[src/rtl/rom_arb_pkg.sv]
// Shared types and constants for the ROM read arbiter.
package rom_arb_pkg;

  localparam int ROM_AW_DEF = 8;
  localparam int ROM_DW_DEF = 8;

  // Widest requester id needed for up to 8 requesters.
  localparam int ID_MAX_W = 3;

  // Requester id width: $clog2(n), but never less than one bit.
  function automatic int id_w(input int n);
    return (n <= 2) ? 1 : $clog2(n);
  endfunction

  // One in-flight read: whether the slot holds a read, and who issued it.
  typedef struct packed {
    logic                valid;
    logic [ID_MAX_W-1:0] id;
  } tag_t;

endpackage

[src/rtl/rom_arb_rr_pick.sv]
// Combinational round-robin picker: first eligible requester at or after ptr.
module rom_arb_rr_pick
  import rom_arb_pkg::*;
#(
  parameter int NREQ = 2,
  parameter int IDW  = 1
) (
  input  logic [NREQ-1:0] elig,
  input  logic [IDW-1:0]  ptr,
  output logic [NREQ-1:0] win_oh,
  output logic [IDW-1:0]  win_id,
  output logic            win_any
);

  logic [IDW-1:0] idx;

  // Walk the ring starting at ptr; the first eligible requester wins.
  always_comb begin
    win_oh  = '0;
    win_id  = '0;
    win_any = 1'b0;
    idx     = '0;
    for (int k = 0; k < NREQ; k++) begin
      idx = IDW'((int'(ptr) + k) % NREQ);
      if (!win_any && elig[idx]) begin
        win_oh[idx] = 1'b1;
        win_id      = idx;
        win_any     = 1'b1;
      end
    end
  end

endmodule

[src/rtl/rom_rd_arb.sv]
// Round-robin read arbiter sharing one single-port ROM among NREQ requesters.
// Grants and ROM strobes are registered; read data returns through a tag
// pipeline that matches the ROM read latency.
module rom_rd_arb
  import rom_arb_pkg::*;
#(
  parameter int NREQ   = 2,
  parameter int AW     = ROM_AW_DEF,
  parameter int DW     = ROM_DW_DEF,
  parameter int RD_LAT = 1
) (
  input  logic             clk,
  input  logic             resetn,
  input  logic [NREQ-1:0]  req,
  input  logic [NREQ*AW-1:0] req_addr,
  output logic [NREQ-1:0]  gnt,
  output logic [NREQ-1:0]  rvalid,
  output logic [DW-1:0]    rdata,
  output logic             rom_ce,
  output logic             rom_ren,
  output logic [AW-1:0]    rom_addr,
  input  logic [DW-1:0]    rom_data
);

  localparam int IDW = id_w(NREQ);

  logic [NREQ-1:0] gnt_q, gnt_d;
  logic [IDW-1:0]  gnt_id_q, gnt_id_d;
  logic            rom_ce_q, rom_ce_d;
  logic [AW-1:0]   rom_addr_q, rom_addr_d;
  logic [IDW-1:0]  ptr_q, ptr_d;
  tag_t            tag_q [RD_LAT];
  tag_t            tag_d [RD_LAT];

  logic [NREQ-1:0] elig;
  logic [NREQ-1:0] win_oh;
  logic [IDW-1:0]  win_id;
  logic            win_any;
  tag_t            head;

  // A requester being granted this cycle is masked so it can update its address.
  assign elig = req & ~gnt_q;

  rom_arb_rr_pick #(
    .NREQ (NREQ),
    .IDW  (IDW)
  ) u_pick (
    .elig    (elig),
    .ptr     (ptr_q),
    .win_oh  (win_oh),
    .win_id  (win_id),
    .win_any (win_any)
  );

  // Next grant, ROM strobe/address and round-robin pointer.
  always_comb begin
    gnt_d      = '0;
    gnt_id_d   = win_id;
    rom_ce_d   = win_any;
    rom_addr_d = rom_addr_q;
    ptr_d      = ptr_q;
    if (win_any) begin
      gnt_d      = win_oh;
      rom_addr_d = req_addr[int'(win_id)*AW +: AW];
      ptr_d      = (win_id == IDW'(NREQ - 1)) ? '0 : win_id + 1'b1;
    end
  end

  // Tag pipeline: the grant of the ending cycle enters, everything shifts by one.
  always_comb begin
    tag_d[0].valid = |gnt_q;
    tag_d[0].id    = ID_MAX_W'(gnt_id_q);
    for (int i = 1; i < RD_LAT; i++) begin
      tag_d[i] = tag_q[i-1];
    end
  end

  // Arbiter and tag state registers; reset discards any in-flight reads.
  always_ff @(posedge clk or negedge resetn) begin
    if (!resetn) begin
      gnt_q      <= '0;
      gnt_id_q   <= '0;
      rom_ce_q   <= 1'b0;
      rom_addr_q <= '0;
      ptr_q      <= '0;
      for (int i = 0; i < RD_LAT; i++) begin
        tag_q[i] <= '0;
      end
    end else begin
      gnt_q      <= gnt_d;
      gnt_id_q   <= gnt_id_d;
      rom_ce_q   <= rom_ce_d;
      rom_addr_q <= rom_addr_d;
      ptr_q      <= ptr_d;
      for (int i = 0; i < RD_LAT; i++) begin
        tag_q[i] <= tag_d[i];
      end
    end
  end

  assign head = tag_q[RD_LAT-1];

  // The head tag lines up with the ROM data; decode it into a one-hot valid.
  always_comb begin
    rvalid = '0;
    for (int i = 0; i < NREQ; i++) begin
      rvalid[i] = head.valid && (head.id == ID_MAX_W'(i));
    end
  end

  assign gnt      = gnt_q;
  assign rom_ce   = rom_ce_q;
  assign rom_ren  = rom_ce_q;
  assign rom_addr = rom_addr_q;
  assign rdata    = rom_data;

endmodule

[config.mk]
export PLATFORM = sky130hd
export DESIGN_NAME = rom_rd_arb
export DESIGN_NICKNAME = d
export VERILOG_FILES = /design/src/rtl/rom_arb_pkg.sv /design/src/rtl/rom_arb_rr_pick.sv /design/src/rtl/rom_rd_arb.sv
export SDC_FILE = /design/constraint.sdc
export NUM_CORES = 1
export LEC_CHECK = 0
export BUFFER_PORTS_ARGS = -buffer_cell sky130_fd_sc_hd__buf_2
export CORE_MARGIN = 3
export CORE_UTILIZATION = 42
export CTS_BUF_LIST = sky130_fd_sc_hd__clkbuf_4 sky130_fd_sc_hd__clkbuf_8 sky130_fd_sc_hd__clkbuf_16
export CTS_CLUSTER_SIZE = 12
export DETAILED_ROUTE_END_ITERATION = 7
export PLACE_DENSITY = 0.91
export SLEW_MARGIN = 25
export SYNTH_ARGS = -nofsm -noshare
export SYNTH_HDL_FRONTEND = slang
export SYNTH_SLANG_ARGS = --single-unit
[constraint.sdc]
create_clock -name clk -period 3.11 [get_ports clk]
set_clock_uncertainty 0.1 [all_clocks]
set_input_delay 0 -clock clk [delete_from_list [all_inputs] [get_ports clk]]
set_output_delay 0 -clock clk [all_outputs]
set_load 0.005 [all_outputs]
# After elaboration in Yosys (flattened, before gate mapping)
# Index checks and enable logic that the tools add are counted.
dict set report word_totals {
  reg_bits 15
  latchBits 0
  ram_bits 0
  mem_bits_ro 0
  inputBits 28
  elab_cells 41
  memories 0
}
dict set report classes {
  n_addsub 2
  n_mul 0
  div_mod_pow 0
  magnitude_cmp 4
  eq_ne 0
  shifts 1
  n_mux 16
  n_bitwise 3
  n_reduce_logical 8
}
# cell n
set op_table {}
lappend op_table {{$shiftx 16x5->8} 1}
lappend op_table {{$mux 1} 11}
lappend op_table {{$mux 2} 3}
lappend op_table {{$logic_and 1x1->1} 5}
lappend op_table {{$lt 1x2->1 const B} 2}
lappend op_table {{$logic_not 3->1} 1}
lappend op_table {{$add 1x1->1 const B} 2}
lappend op_table {{$and 2x2->2} 1}
lappend op_table {{$demux 1 s1} 2}
lappend op_table {{$ge 1x1->1 const B} 2}
lappend op_table {{$not 2->2} 1}
lappend op_table {{$or 2x2->2} 1}
lappend op_table {{$reduce_or 2->1} 1}
lappend op_table {{$logic_not 1->1} 1}

# Logic depth before layout (Yosys ltp)
# Gate-level depths: netlist of run 1.
dict set report depth {
  word_depth 10
  ltp_mapped 4
  ltp_nobuf 3
}

# Cells and area by module
# From an unflattened synthesis of run 1, not the netlist that was laid out.
dict set report hier_totals {
  hier_cells 65
  hier_area_um2 713.2
}
# module n_inst cells_each area_each_um2 seq_area_each_um2
set modules_own_cells {}
lappend modules_own_cells {rom_rd_arb 1 60 680.7 375.4}
lappend modules_own_cells {rom_arb_rr_pick 1 5 32.5 0.0}

# Least setup slack after synthesis of run 1
# Ideal clock, no wire load.
dict set report synth_path {
  kind {reg2reg}
  start {register gnt_q[0] (netlist: gnt[0])}
  end {register rom_addr_q[0] (netlist: rom_addr[0])}
  setup_time_ns 0.123
  arrival_ns 1.080
  setup_slack_ns 1.807
  path_stages_with_launch 5
  n_path_buf 1
  period_less_slack_ns 1.303
  cell_sequence {dfrtp_1 -> nand2b_4 -> a21o_2 -> buf_6 -> o221a_2}
}
dict set report synth_via {
  elab_chain_len 9
}
# element line_no
set synth_rtl {}
lappend synth_rtl {{start: declaration} rom_rd_arb.sv:27} ;# logic [NREQ-1:0] gnt_q, gnt_d;
lappend synth_rtl {{start signal: assignment} rom_rd_arb.sv:90} ;# gnt_q <= gnt_d;
lappend synth_rtl {{$not 2->2 (*)} rom_rd_arb.sv:42} ;# assign elig = req & ~gnt_q;
lappend synth_rtl {{$and 2x2->2 (*)} rom_rd_arb.sv:42}
lappend synth_rtl {{$mux 1 (implied by the code) (2 in a row)} rom_arb_rr_pick.sv:25} ;# if (!win_any && elig[idx]) begin
lappend synth_rtl {{$mux 1} rom_arb_rr_pick.sv:25}
lappend synth_rtl {{$logic_not 1->1} rom_arb_rr_pick.sv:25}
lappend synth_rtl {{$logic_and 1x1->1} rom_arb_rr_pick.sv:25}
lappend synth_rtl {{$mux 1} rom_arb_rr_pick.sv:25}
lappend synth_rtl {{$shiftx 16x5->8} rom_rd_arb.sv:64} ;# rom_addr_d = req_addr[int'(win_id)*AW +: AW];
lappend synth_rtl {{end signal: assignment} rom_rd_arb.sv:93} ;# rom_addr_q <= rom_addr_d;
lappend synth_rtl {{end: declaration} rom_rd_arb.sv:30} ;# logic [AW-1:0] rom_addr_q, rom_addr_d;
# Every way passes the cells marked *; elsewhere a longest branch is shown, timed or not. The select of a mux whose other input is x is not followed.
# A chain may end at the register's enable or synchronous reset.

# Final worst setup path of run 1
dict set report layout_path {
  start {register gnt_q[1] (netlist: gnt[1])}
  end {register rom_addr_q[2] (netlist: rom_addr[2])}
}
# The elaborated chain is that of the path after synthesis.

==> reports/results.tsv, run 1 <==
stage	metric	value	unit
cells_and_area	drive_gt1_frac	0.481	
placement	dp_hpwl	1.03	mm
global_routing	grt_pass1_vias	579	
timing	fin_crit	1910	ps
worst_setup_path	max_stage_delay	560	ps
yosys	syn_area	713	um^2
yosys	syn_avg_cell_area	12.7	um^2
power_and_ir_drop	leakage	0.520	nW
floorplan	die_w	47.2	um
clocking	clkTransAtPathRegs	80	ps
global_routing	grt_max_degree	16	
timing	final_hold_viol_count	0	
timing	max_freq	523	MHz
yosys	ys_seq_elements	15	
timing	fin_tns_setup	0	ps
drt	wl_met1	670	um
status	status	completed	
drt	vias	616	
worst_setup_path	worstPathRequired	3170	ps
yosys	synth_top_area_cell	dfrtp_1	
worst_setup_path	ff2ff_path_depth	4	
power_and_ir_drop	p_per_area	535	nW/um^2
drt	drt_wl_total	1.67	mm
job	cap_violations	0	
clocking	numCtsBuffers	3	
worst_setup_path	crit_slowest_cell	dlygate4sd3_1	
global_routing	grt_pass1_wl	2.43	mm
yosys	synthTopCellsByArea	dfrtp_1 (53%), o221a_2 (11%), buf_4 (9.5%)	
drt	ant_nets	0	
yosys	yosys_warnings	0	
clocking	cts-root-buf	clkbuf_4	
yosys	synth_enable_flop_cells	0	
timing	worstMarginPinSlew	325	ps
worst_setup_path	critPathMaxFanout	12	
placement	port_buffers	33	
worst_setup_path	critical_path_class	reg -> reg	
floorplan	pin_count	50	
drt	drt-pass1-iter-count	4	
placement	gp_congestion	0.674	
drt	avgViaCountPerCell	4.97	
clocking	cts_max_level	1	
worst_setup_path	arrival	1980	ps
yosys	synth_ff_type	dfrtp_1	
yosys	synth_compound_area_frac	0.168	
timing	rsz0062_at_grt	no	
clocking	worst_skew_pair.late_latency	280	ps
global_routing	grt_overflow	0	
floorplan	core.rowCount	14	
worst_setup_path	setup.worst_path.start_class	flop	
worst_setup_path	end_kind	flop	
worst_setup_path	reg2reg_to	rom_addr[2]	
global_routing	antenna_found_initial	0	
yosys	synth_mux_area_frac	0	
yosys	yosys.area_share.simple	0.163	
placement	dpl_cell_area	808	um^2
yosys	netlist.area_leader.share	0.526	
yosys	synth_cells	56	
clocking	cts.sinks	15	
drt	drcViolationCount	0	
worst_setup_path	reg2reg_slack	1200	ps
yosys	synth_top_family_by_area	compound AO/OA/AOI/OAI gates	
drt	route.met2.wl	872	um
floorplan	initial_core_util	0.457	
clocking	cts_max_path_buffers	2	
worst_setup_path	timing.rr.start	gnt[1]	
worst_setup_path	worstPathCellList	nor2b_4 > o21ai_4 > o221a_2 > dlygate4sd3_1	
drt	dr_wl_met3	119	um
yosys	async_reset_ff_frac	1.00	
yosys	synth_xor_area_frac	0	
timing	maxSlewViolCount	0	
drt	drt_iter0_drc	11	
timing	relSlewSlack	0.783	
drt	highest_layer	met4	
drt	route.detailed.wl_per_inst	13.5	um
clocking	cts_resized	0	
yosys	synthAdderAreaFrac	0	
power_and_ir_drop	vdd_drop_max	0.291	mV
timing	setup-violations-final	0	
min_path	hp-class	in -> async	
floorplan	dieArea	2230	um^2
cells_and_area	syn2layout_area_growth	54.0	%
cells_and_area	final_nets	137	
global_routing	grt_usage	0.162	
yosys	synth-seq-area-share	0.526	
yosys	syn-num-nets	84	
timing	period_share	0.615	
clocking	cts_tree	built	
cells_and_area	antenna_cells	0	
cells_and_area	design_area	1100	um^2
clocking	cts_setup_buffers	0	
yosys	yosysUniqueCellTypes	18	
floorplan	core_area	1560	um^2
floorplan	die_h	47.2	um
## metrics by stage
stage / setup slack, ps / hold slack (ps) / instances / power [mW] / utilization
after floorplan: 1810 / -396 / 56 / 0.366 / -
after global placement: 1830 / -196 / 94 / 0.411 / 0.518
after detailed placement: 1790 / -184 / 94 / 0.417 / 0.518
after CTS: 1230 / 49.9 / 124 / 0.588 / 0.705
after global routing: 1120 / 68.3 / 124 / 0.624 / 0.705
final: 1200 / 38.4 / 124 / 0.587 / 0.705
## cell type report
cell class | count | area [um^2]
well taps | 16 | 20.0
inverters | 3 | 11.3
fillers | 113 | 460
flip-flops and latches | 15 | 375
clock buffers | 4 | 30.0
multi-input cells | 27 | 236
repair buffers | 59 | 425
## worst max path at each step
stage / startpoint / end / slack (ps)
final: gnt[1] / rom_addr[2] / 1200
after global routing: gnt[1] / rom_addr[2] / 1120
after CTS: gnt[1] / rom_addr[6] / 1230
after detailed placement: gnt[1] / rom_addr[6] / 1790
after global placement: gnt[1] / rom_addr[3] / 1830
after floorplan: gnt[0] / rom_addr[0] / 1810
## routing by layer
| layer | track usage | vias up |
|---|---|---|
| met2 | 0.309 | 36 |
| met1 | 0.175 | 284 |
| li1 | - | 294 |
| met5 | 0 | - |
| met4 | 0.0497 | 0 |
| met3 | 0.0383 | 2 |
## logic make-up after synthesis
| group | count (synthesis) |
|---|---|
| compound gates | 11 |
| buf+inv | 14 |
| flops | 15 |
| simple gates | 16 |
## power breakdown
part / internal [mW] / switching (mW)
combinational: 0.131 / 0.0751
clock: 0.0585 / 0.0583
sequential: 0.238 / 0.0270
total: 0.427 / 0.160
## cell usage in the layout (no fill, tap or decap)
cell / n
o221a_2: 7
o221a_1: 1
nor2_1: 1
inv_2: 3
and2_1: 1
a21oi_1: 1
buf_2: 33
nor2b_1: 1
or3_1: 8
or2_1: 1
dfrtp_1: 15
nand2b_1: 1
clkbuf_4: 4
o21ai_4: 1
dlygate4sd3_1: 26
a21o_2: 1
nand2b_4: 1
nor2b_4: 1
and2b_4: 1
## flip-flops by register name, indices dropped and copies added (netlist names)
register,cells
gnt,2
gnt_id_q,1
head,2
ptr_q,1
rom_addr,8
rom_ce,1
## Yosys cell counts, types with 2 or more instances
cell type  instances
buf_4              9
dfrtp_1           15
buf_6              2
inv_2              3
o221a_2            7
or3_1              8
## repair_timing
item / 4_1_cts / 5_1_grt
setup endpoints to repair: 0 / 0
hold endpoints to repair: 32 / 0
hold buffers: 26 / 0
## critical path, delay by kind of cell, from the launching register on
family                 cells  cell delay [ps]
AOI/OAI and AO/OA          2              450
buffers and inverters      1              560
DFF                        1              420
and+or+nand+nor            1              260
Note: power is estimated with default switching activity, not from simulation.
==> run 2: changes to the inputs <==
- CORE_UTILIZATION: 42 -> 35
- PLACE_DENSITY: 0.91 -> 0.82
- clock period: 3.11 -> 1.6 ns (I/O delays scaled with it)
==> run 2 against run 1 <==
  * Register-to-register slack lost 940 ps
  * Total power grew 83%
  * Clock power grew 88%
  * First-iteration DRC count shrank 73%
  * Sequential share of layout area shrank 0.35 points
  * Global-route usage shrank 1.9 points
  * Wire length grew 0.36%
  * Critical path type unchanged
  * Largest power group unchanged
==> reports/results.tsv, run 2 (synthesis results as in run 1) <==
stage	metric	value	unit
placement	placedCellCount	103	
drt	route.detailed.wl_per_inst	12.6	um
cells_and_area	drive_gt1_frac	0.481	
status	status	completed	
floorplan	die_h	51.1	um
timing	fin_tns_setup	0	ps
cells_and_area	final_nets	137	
cells_and_area	design_area	1110	um^2
min_path	hp-class	in -> async	
clocking	worst_skew_pair.late_latency	280	ps
global_routing	grt_max_degree	16	
worst_setup_path	timing.rr.start	gnt[1]	
timing	worstMarginPinSlew	325	ps
worst_setup_path	setup.worst_path.start_class	flop	
global_routing	grt_usage	0.143	
worst_setup_path	critical_path_class	reg -> reg	
clocking	cts_max_path_buffers	2	
timing	whs	58.9	ps
timing	max_freq	744	MHz
placement	port_buffers	33	
cells_and_area	final_cell_mix	buf_2 (33), dlygate4sd3_1 (26), dfrtp_1 (15)	
job	cap_violations	0	
timing	rsz0062_at_grt	no	
timing	relSlewSlack	0.783	
floorplan	die_w	51.1	um
power_and_ir_drop	p_per_area	968	nW/um^2
clocking	cts_max_level	1	
placement	dp_hpwl	1.10	mm
timing	period_share	0.840	
timing	fin_crit	1340	ps
floorplan	initial_core_util	0.392	
global_routing	grt_overflow	0	
clocking	cts_tree	built	
timing	setup_ws	256	ps
worst_setup_path	arrival	1460	ps
cells_and_area	final_common_cell	buf_2	
clocking	numCtsBuffers	3	
cells_and_area	largest_reg_flops	8	
clocking	clkTransAtPathRegs	80	ps
power_and_ir_drop	vdd_drop_max	0.517	mV
timing	final_hold_viol_count	0	
power_and_ir_drop	leakage	0.525	nW
timing	setup-violations-final	0	
clocking	cts-root-buf	clkbuf_4	
power_and_ir_drop	power	1.07	mW
placement	gp_congestion	0.702	
floorplan	pin_count	50	
cells_and_area	antenna_cells	0	
drt	vias	611	
floorplan	core_area	1820	um^2
worst_setup_path	end_kind	flop	
placement	place_ws	265	ps
drt	avgViaCountPerCell	4.59	
global_routing	grt_pass1_wl	2.73	mm
global_routing	antenna_found_initial	0	
floorplan	core.rowCount	15	
drt	drt_iter0_drc	3	
cells_and_area	n_fill_cell	158	
drt	drt_wl_total	1.68	mm
cells_and_area	final_util	0.610	
clocking	cts.sinks	15	
worst_setup_path	critPathMaxFanout	12	
placement	dpl_cell_area	820	um^2
drt	ant_nets	0	
worst_setup_path	worstPathRequired	1720	ps
global_routing	grt_pass1_vias	629	
worst_setup_path	crit_start	gnt[1]	
cells_and_area	final_cells	133	
timing	maxSlewViolCount	0	
drt	drcViolationCount	0	
floorplan	dieArea	2620	um^2
cells_and_area	syn2layout_area_growth	55.6	%
drt	drt-pass1-iter-count	2	
## run 2: cell counts in the layout (fill, tap and decap cells not counted)
No cell type changed its count.
## run 2: repair_timing
action,CTS,global route
hold buffers,26,0
resized for setup,0,0
hold endpoints to repair,32,0
buffers inserted,0,0
## run 2: final timing paths
kind / endpoint / slack (ps) / cells after the start
worst max-delay path: rom_addr[3] / 260 / 3
worst min-delay path: gnt[1] / 60 / 2
worst max register to register: rom_addr[3] / 260 / 3
worst min register to register: head[0] / 260 / 0
max in group asynchronous: gnt_id_q / 1090 / 2
min in group clk: rom_ce / 60 / 3
## run 2: critical path, cell delays in order (launching register included)
cell	delay, ps
dfrtp_1	420
nor2b_4	250
a21o_2	290
o221a_2	220
## run 2: routing by layer
metal | part of all wire | track usage | vias up
met5 | 0 | 0 | -
met4 | 0.0054 | 0.0269 | 0
met3 | 0.084 | 0.0641 | 2
met2 | 0.51 | 0.266 | 31
met1 | 0.40 | 0.147 | 285
li1 | - | - | 293
## run 2: report_power, final
group          total (mW)  internal (mW)  switching, mW
sequential          0.513          0.462         0.0510
combinational       0.340          0.205          0.135
clock               0.220          0.114          0.107
total                1.07          0.781          0.293
## run 2: area by class of cell
cell class / count / area (um^2) / area share
clock buffers: 4 / 30.0 / 0.0271
inverters: 3 / 11.3 / 0.0101
multi-input cells: 27 / 236 / 0.213
flip-flops and latches: 15 / 375 / 0.338
well taps: 25 / 31.3 / 0.0282
repair buffers: 59 / 425 / 0.383
